## config.mk

```make
export PLATFORM = sky130hd
export DESIGN_NAME = cpu_control_fsm
export DESIGN_NICKNAME = d
export VERILOG_FILES = /design/src/rtl/cpu_control_fsm.sv
export SDC_FILE = /design/constraint.sdc
export NUM_CORES = 1
export LEC_CHECK = 0
export ABC_AREA = 1
export CORE_MARGIN = 1
export CORE_UTILIZATION = 40
export CTS_CLUSTER_SIZE = 10
export DETAILED_ROUTE_END_ITERATION = 6
export PLACE_DENSITY = 0.74
export REMOVE_ABC_BUFFERS = 1
export SLEW_MARGIN = 5
export SYNTH_ARGS = -nofsm -noshare
export SYNTH_HDL_FRONTEND = slang
export SYNTH_SLANG_ARGS = --single-unit
```

## constraint.sdc

```tcl
create_clock -name clk -period 1.73 [get_ports clk]
set_input_delay 0.173 -clock clk [delete_from_list [all_inputs] [get_ports clk]]
set_output_delay 0.173 -clock clk [all_outputs]
set_load 0.005 [all_outputs]
```

## src/rtl/cpu_control_fsm.sv

```systemverilog
// Moore fetch/decode/execute sequencer for the 8-bit accumulator CPU datapath.
// Optional macro CPU_ILLEGAL_TRAP_EN: illegal opcodes enter a HALT state left only by reset.
module cpu_control_fsm #(
    parameter int OPCODE_W  = 8,
    parameter int ALU_SEL_W = 3,
    parameter int CCR_W     = 4,
    parameter int STATE_W   = 5
) (
    input  logic                 clk,
    input  logic                 reset,
    input  logic [OPCODE_W-1:0]  IR,
    input  logic [CCR_W-1:0]     CCR,
    output logic                 IR_LOAD,
    output logic                 CCR_LOAD,
    output logic                 MAR_LOAD,
    output logic                 PC_LOAD,
    output logic                 PC_INC,
    output logic                 A_LOAD,
    output logic                 B_LOAD,
    output logic [ALU_SEL_W-1:0] ALU_SEL,
    output logic [1:0]           TO_MEMORY_BUS_SEL,
    output logic [1:0]           FROM_MEMORY_BUS_SEL,
    output logic                 write,
    output logic                 instr_done,
    output logic                 halt,
    output logic [STATE_W-1:0]   dbg_state
);

    localparam logic [OPCODE_W-1:0] OP_LDA_IMM   = OPCODE_W'(8'h10);
    localparam logic [OPCODE_W-1:0] OP_LDA_DIR   = OPCODE_W'(8'h11);
    localparam logic [OPCODE_W-1:0] OP_LDB_IMM   = OPCODE_W'(8'h12);
    localparam logic [OPCODE_W-1:0] OP_LDB_DIR   = OPCODE_W'(8'h13);
    localparam logic [OPCODE_W-1:0] OP_STA_DIR   = OPCODE_W'(8'h14);
    localparam logic [OPCODE_W-1:0] OP_STB_DIR   = OPCODE_W'(8'h15);
    localparam logic [OPCODE_W-1:0] OP_ALU_FIRST = OPCODE_W'(8'h20);
    localparam logic [OPCODE_W-1:0] OP_ALU_LAST  = OPCODE_W'(8'h27);
    localparam logic [OPCODE_W-1:0] OP_BR_FIRST  = OPCODE_W'(8'h30);
    localparam logic [OPCODE_W-1:0] OP_BR_LAST   = OPCODE_W'(8'h38);

    // ALU states occupy the top eight codes so the low three bits are the ALU operation.
    typedef enum logic [STATE_W-1:0] {
        FETCH_0 = STATE_W'(0),  FETCH_1 = STATE_W'(1),  FETCH_2 = STATE_W'(2),
        DECODE  = STATE_W'(3),
        IMM_0   = STATE_W'(4),  IMM_1   = STATE_W'(5),  IMM_2A  = STATE_W'(6),
        IMM_2B  = STATE_W'(7),
        DIR_0   = STATE_W'(8),  DIR_1   = STATE_W'(9),  DIR_2   = STATE_W'(10),
        DIR_3   = STATE_W'(11), DIR_4A  = STATE_W'(12), DIR_4B  = STATE_W'(13),
        ST_0    = STATE_W'(14), ST_1    = STATE_W'(15), ST_2    = STATE_W'(16),
        ST_3A   = STATE_W'(17), ST_3B   = STATE_W'(18),
        BR_0    = STATE_W'(19), BR_1    = STATE_W'(20), BR_2    = STATE_W'(21),
        BR_SKIP = STATE_W'(22), HALT    = STATE_W'(23),
        ALU_0   = STATE_W'(24), ALU_1   = STATE_W'(25), ALU_2   = STATE_W'(26),
        ALU_3   = STATE_W'(27), ALU_4   = STATE_W'(28), ALU_5   = STATE_W'(29),
        ALU_6   = STATE_W'(30), ALU_7   = STATE_W'(31)
    } state_e;

    typedef struct packed {
        logic       ir_load;
        logic       ccr_load;
        logic       mar_load;
        logic       pc_load;
        logic       pc_inc;
        logic       a_load;
        logic       b_load;
        logic [2:0] alu_sel;
        logic [1:0] to_sel;
        logic [1:0] from_sel;
        logic       write;
        logic       instr_done;
        logic       halt;
    } ctrl_t;

    state_e state_q, state_d;
    ctrl_t  ctrl, ctrl_gated;
    logic   branch_taken;

    always_ff @(posedge clk or negedge reset) begin
        // NOTE: state registers use non-blocking assignments so every flop samples pre-edge values.
        if (!reset) state_q <= FETCH_0;
        else        state_q <= state_d;
    end

    // Flags [3]=N [2]=Z [1]=V [0]=C; only meaningful while IR holds a branch opcode.
    always_comb begin
        branch_taken = 1'b0;
        case (IR[3:0])
            4'd0:    branch_taken = 1'b1;
            4'd1:    branch_taken = CCR[3];
            4'd2:    branch_taken = !CCR[3];
            4'd3:    branch_taken = CCR[2];
            4'd4:    branch_taken = !CCR[2];
            4'd5:    branch_taken = CCR[1];
            4'd6:    branch_taken = !CCR[1];
            4'd7:    branch_taken = CCR[0];
            4'd8:    branch_taken = !CCR[0];
            default: branch_taken = 1'b0;
        endcase
    end

    always_comb begin
        // NOTE: default first so every path assigns state_d and no latch is inferred.
        state_d = FETCH_0;
        case (state_q)
            FETCH_0: state_d = FETCH_1;
            FETCH_1: state_d = FETCH_2;
            FETCH_2: state_d = DECODE;
            DECODE: begin
                if (IR == OP_LDA_IMM || IR == OP_LDB_IMM)
                    state_d = IMM_0;
                else if (IR == OP_LDA_DIR || IR == OP_LDB_DIR)
                    state_d = DIR_0;
                else if (IR == OP_STA_DIR || IR == OP_STB_DIR)
                    state_d = ST_0;
                else if (IR >= OP_ALU_FIRST && IR <= OP_ALU_LAST)
                    state_d = state_e'(STATE_W'(ALU_0) | STATE_W'(IR[2:0]));
                else if (IR >= OP_BR_FIRST && IR <= OP_BR_LAST)
                    state_d = branch_taken ? BR_0 : BR_SKIP;
                else
`ifdef CPU_ILLEGAL_TRAP_EN
                    state_d = HALT;
`else
                    state_d = FETCH_0;
`endif
            end
            IMM_0:   state_d = IMM_1;
            IMM_1:   state_d = IR[1] ? IMM_2B : IMM_2A;
            DIR_0:   state_d = DIR_1;
            DIR_1:   state_d = DIR_2;
            DIR_2:   state_d = DIR_3;
            DIR_3:   state_d = IR[1] ? DIR_4B : DIR_4A;
            ST_0:    state_d = ST_1;
            ST_1:    state_d = ST_2;
            ST_2:    state_d = IR[0] ? ST_3B : ST_3A;
            BR_0:    state_d = BR_1;
            BR_1:    state_d = BR_2;
`ifdef CPU_ILLEGAL_TRAP_EN
            HALT:    state_d = HALT;
`endif
            default: state_d = FETCH_0;
        endcase
    end

    always_comb begin
        ctrl = '0;
        case (state_q)
            FETCH_0, IMM_0, DIR_0, ST_0, BR_0: begin
                ctrl.mar_load = 1'b1;
                ctrl.from_sel = 2'b01;
            end
            FETCH_1, IMM_1, DIR_1, ST_1: ctrl.pc_inc = 1'b1;
            FETCH_2: begin
                ctrl.ir_load  = 1'b1;
                ctrl.from_sel = 2'b10;
            end
            DIR_2, ST_2: begin
                ctrl.mar_load = 1'b1;
                ctrl.from_sel = 2'b10;
            end
            IMM_2A, DIR_4A, IMM_2B, DIR_4B: begin
                ctrl.a_load     = (state_q == IMM_2A) || (state_q == DIR_4A);
                ctrl.b_load     = (state_q == IMM_2B) || (state_q == DIR_4B);
                ctrl.from_sel   = 2'b10;
                ctrl.instr_done = 1'b1;
            end
            ST_3A, ST_3B: begin
                ctrl.write      = 1'b1;
                ctrl.to_sel     = (state_q == ST_3B) ? 2'b10 : 2'b01;
                ctrl.instr_done = 1'b1;
            end
            BR_2: begin
                ctrl.pc_load    = 1'b1;
                ctrl.from_sel   = 2'b10;
                ctrl.instr_done = 1'b1;
            end
            BR_SKIP: begin
                ctrl.pc_inc     = 1'b1;
                ctrl.instr_done = 1'b1;
            end
            ALU_0, ALU_1, ALU_2, ALU_3, ALU_4, ALU_5, ALU_6, ALU_7: begin
                ctrl.alu_sel    = state_q[2:0];
                ctrl.ccr_load   = 1'b1;
                ctrl.b_load     = (state_q == ALU_5) || (state_q == ALU_7);
                ctrl.a_load     = !((state_q == ALU_5) || (state_q == ALU_7));
                ctrl.instr_done = 1'b1;
            end
`ifdef CPU_ILLEGAL_TRAP_EN
            HALT: ctrl.halt = 1'b1;
`endif
            default: ctrl = '0;
        endcase
    end

    // Reset gates the decoded outputs so a store in flight loses write the moment reset falls.
    assign ctrl_gated = reset ? ctrl : '0;
    assign dbg_state  = reset ? state_q : '0;

    assign IR_LOAD             = ctrl_gated.ir_load;
    assign CCR_LOAD            = ctrl_gated.ccr_load;
    assign MAR_LOAD            = ctrl_gated.mar_load;
    assign PC_LOAD             = ctrl_gated.pc_load;
    assign PC_INC              = ctrl_gated.pc_inc;
    assign A_LOAD              = ctrl_gated.a_load;
    assign B_LOAD              = ctrl_gated.b_load;
    assign ALU_SEL             = ALU_SEL_W'(ctrl_gated.alu_sel);
    assign TO_MEMORY_BUS_SEL   = ctrl_gated.to_sel;
    assign FROM_MEMORY_BUS_SEL = ctrl_gated.from_sel;
    assign write               = ctrl_gated.write;
    assign instr_done          = ctrl_gated.instr_done;
    assign halt                = ctrl_gated.halt;

endmodule

```

==> metrics.md <==
| Metric | Value |
|---|---|
| Dpl cell area | `0.00156 mm²` |
| Final Cycle Share | `108%` |
| Synth-to-Final Area Change | `109%` |
| Initial core utilization | `42.5%` |
| Placed Cells | `282` |
| Pins Over Slew Limit | `0` |
| Non-Filler Instances | `around 300` |
| CP Cell Sequence | `buf_6, inv_6, nor2_4, buf_4, nand3_2, nand2_1, nor3_2, nand2_1, nand2_1, nand2_2, buf_2` |
| Vias per cell | `5.47` |
| IO buf count | `34` |
| Fin util | `88.8%` |
| Most common cell after layout, fill and taps aside | `buf_4` |
| Dpl hpwl | `2.75 mm` |
| Clk sinks | `5` |
| DRC viols | `0` |
| Max-Cap Viols | `0` |
| FF+latch count, synth | `5` |
| Vias in the first global route | `1,489` |
| Most used cell, CP | `nand2_1` |
| Synth warnings | `0` |
| Switch Pwr | `973 µW` |
| Seq. cell area | `roughly 130 µm²` |
| Hold WC Path Type | `input port to async pin` |
| Die area | `0.00255 mm²` |
| Final hold vios | `0` |
| H-tree depth | `1` |
| Max IR drop VDD | `0.000739 V` |
| Clk network pwr share | `6.7%` |
| GPL Wtd Cong | `0.929` |
| Setup CP Type | `register to output port` |
| Antenna-violating nets left | `0` |
| CP Capture Type | `output port` |
| Diode count | `0` |
| Failing checks | `setup timing` |
| Core area | `between 0.002 and 0.0025 mm²` |
| Combinational share of power | `81.2%` |
| Vias | `between 1,500 and 2,000` |
| Row count | `17` |
| Int Power | `around 1.1 mW` |
| Count of different cell masters after synthesis | `26` |
| Syn_area_per_cell | `approximately 5.0 µm²` |
| Initial antenna violation count | `0` |
| Final Critical Period | `between 1.5 and 2 ns` |
| Multi-input gate area | `842 µm²` |
| DR iter-0 viols | `69` |
| Die Span Y | `50.5 µm` |
| Clock slew at reported path FFs | `0.04 ns` |
| Clock Latency Late Sink | `0.25 ns` |
| TritonRoute pass-1 iters | `5` |
| First-pass GRT wire length | `6.35 mm` |
| Final Power | `between 2 and 2.5 mW` |
| Post-Syn Area | `941 µm²` |
| Root Driver | `clkbuf_4` |
| WP data required | `1.56 ns` |
| Status | `finished, violations left` |
| Setup ws final | `-0.137 ns` |
| # fillers | `between 100 and 150` |
| Layout cells sized above 1 | `between 40% and 50%` |
| Most frequent cells in the layout | `50 x buf_4, 44 x nand2_1, 29 x nor2_1` |
| Startpoint Class | `register` |
| Worst Path Max Fanout | `4` |
| Max FFs per register | `5` |
| Wire per inst | `15.8 µm` |
| CP max-delay cell | `dfrtp_2` |
| Post-synthesis instance total | `between 150 and 200` |
| Sequential share of the synthesized area | `13.3%` |
| Buf/Inv on CP | `4` |
| Nets | `between 200 and 300` |
| Total GRT Usage | `33.1%` |
| Crit-path max cell delay | `0.43 ns` |
| LEAKAGE | `1.09 nW` |
| Fmax | `536 MHz` |
| Num CTS Buffers | `3` |
| Skew final | `0.000329 ns` |
| CP top delay family | `simple AND/OR/NAND/NOR gates` |
| Detailed Route WL | `4.89 mm` |
| Worst Path Arrival | `1.69 ns` |
| Top flop regs | `state_q (5)` |
| Post-route cell area | `0.00196 mm²` |
| Sequential power share | `12.1%` |
| TritonCTS clock tree | `yes` |
| Power Density | `1070 mW/mm²` |
| RSZ-0062 raised after global routing | `true` |
| Switching Fraction | `around 46%` |
| Max clock buf depth | `2` |
| Remaining Overflow, GRT | `0` |
| Top reg by flops | `state_q` |
| Largest net degree at the start of global routing | `15` |
| I/O pins | `36` |
| Setup-failing EPs final | `8` |
| Die X | `50.5 µm` |
==> metrics by stage <==
stage	setup TNS [ns]	worst slack [ns]	hold slack [ns]
global route	-1.10	-0.197	0.404
floorplan	0	0.359	-0.123
global placement	-1.18	-0.200	0.510
CTS	-0.261	-0.0745	0.264
finish	-0.484	-0.137	0.400
detailed placement	-1.51	-0.253	0.521
==> timing repair <==
item,CTS,global route
setup buffers,15,9
pin swaps,7,12
setup endpoints to repair,15,15
hold buffers,0,0
gates resized for setup,70,43
==> power by group through the flow <==
stage	logic, mW	registers (mW)	clock network (mW)
after global routing	1.80	0.257	0.154
after CTS	1.31	0.242	0.136
after detailed placement	1.03	0.212	0
after floorplan	0.441	0.208	0
final	1.71	0.255	0.140
after global placement	1.03	0.208	0
==> cells in the mapped netlist (all sizes together) <==
| library cell | n | area [µm²] |
|---|---|---|
| nand2 | 54 | 208 |
| nor2 | 42 | 178 |
| inv | 34 | 128 |
| nand3 | 11 | 55.1 |
| nor3 | 9 | 45.0 |
| o21ai | 9 | 48.8 |
| a21oi | 7 | 35.0 |
| dfrtp | 5 | 125 |
| a31oi | 3 | 18.8 |
| buf | 2 | 18.8 |
| clkbuf | 2 | 17.5 |
| nand4 | 2 | 12.5 |
| a221oi | 1 | 8.76 |
| a41oi | 1 | 8.76 |
| conb | 1 | 3.75 |
| nor4 | 1 | 6.26 |
| o2111ai | 1 | 8.76 |
| o211ai | 1 | 7.51 |
| o21bai | 1 | 7.51 |
==> routing by layer <==
layer | global-route usage, % | share of wire, %
met4 | 19.9 | 5.0
met2 | 61.6 | 49
met3 | 4.24 | 7.2
met5 | 0 | 0
met1 | 34.7 | 38
==> final timing paths <==
check	from	endpoint	slack, ns	cells past startpoint
worst min register to register	state_q[4]	state_q[3]	0.88	3
worst max register to register	state_q[1]	state_q[3]	0.02	10
worst min-delay path	reset	state_q[3]	0.40	3
max in group asynchronous	reset	state_q[1]	1.21	3
worst max-delay path	state_q[1]	instr_done	-0.14	11
min in group clk	IR[0]	state_q[1]	0.73	3
==> area by class of cell <==
type                            count  share of cell area [%]
Tap cell                           28                    1.78
Inverter                           34                    6.75
Multi-Input combinational cell    144                    42.9
Timing Repair Buffer               94                    40.6
Sequential cell                     5                    6.69
Clock buffer                        4                    1.34
==> tightest hold or removal path, delay by kind of cell <==
kind | cells | cell delay [ns]
buffers and inverters | 3 | 0.80
==> cell families (layout without fill, tap and decap cells) <==
family,after synthesis,count (layout),synth area share (%)
compound gates,24,24,15.3
flops,5,5,13.3
simple gates,119,119,53.6
buf+inv,38,132,17.4
other cells,1,1,0.399
Note: power is estimated with default switching activity, not from simulation.
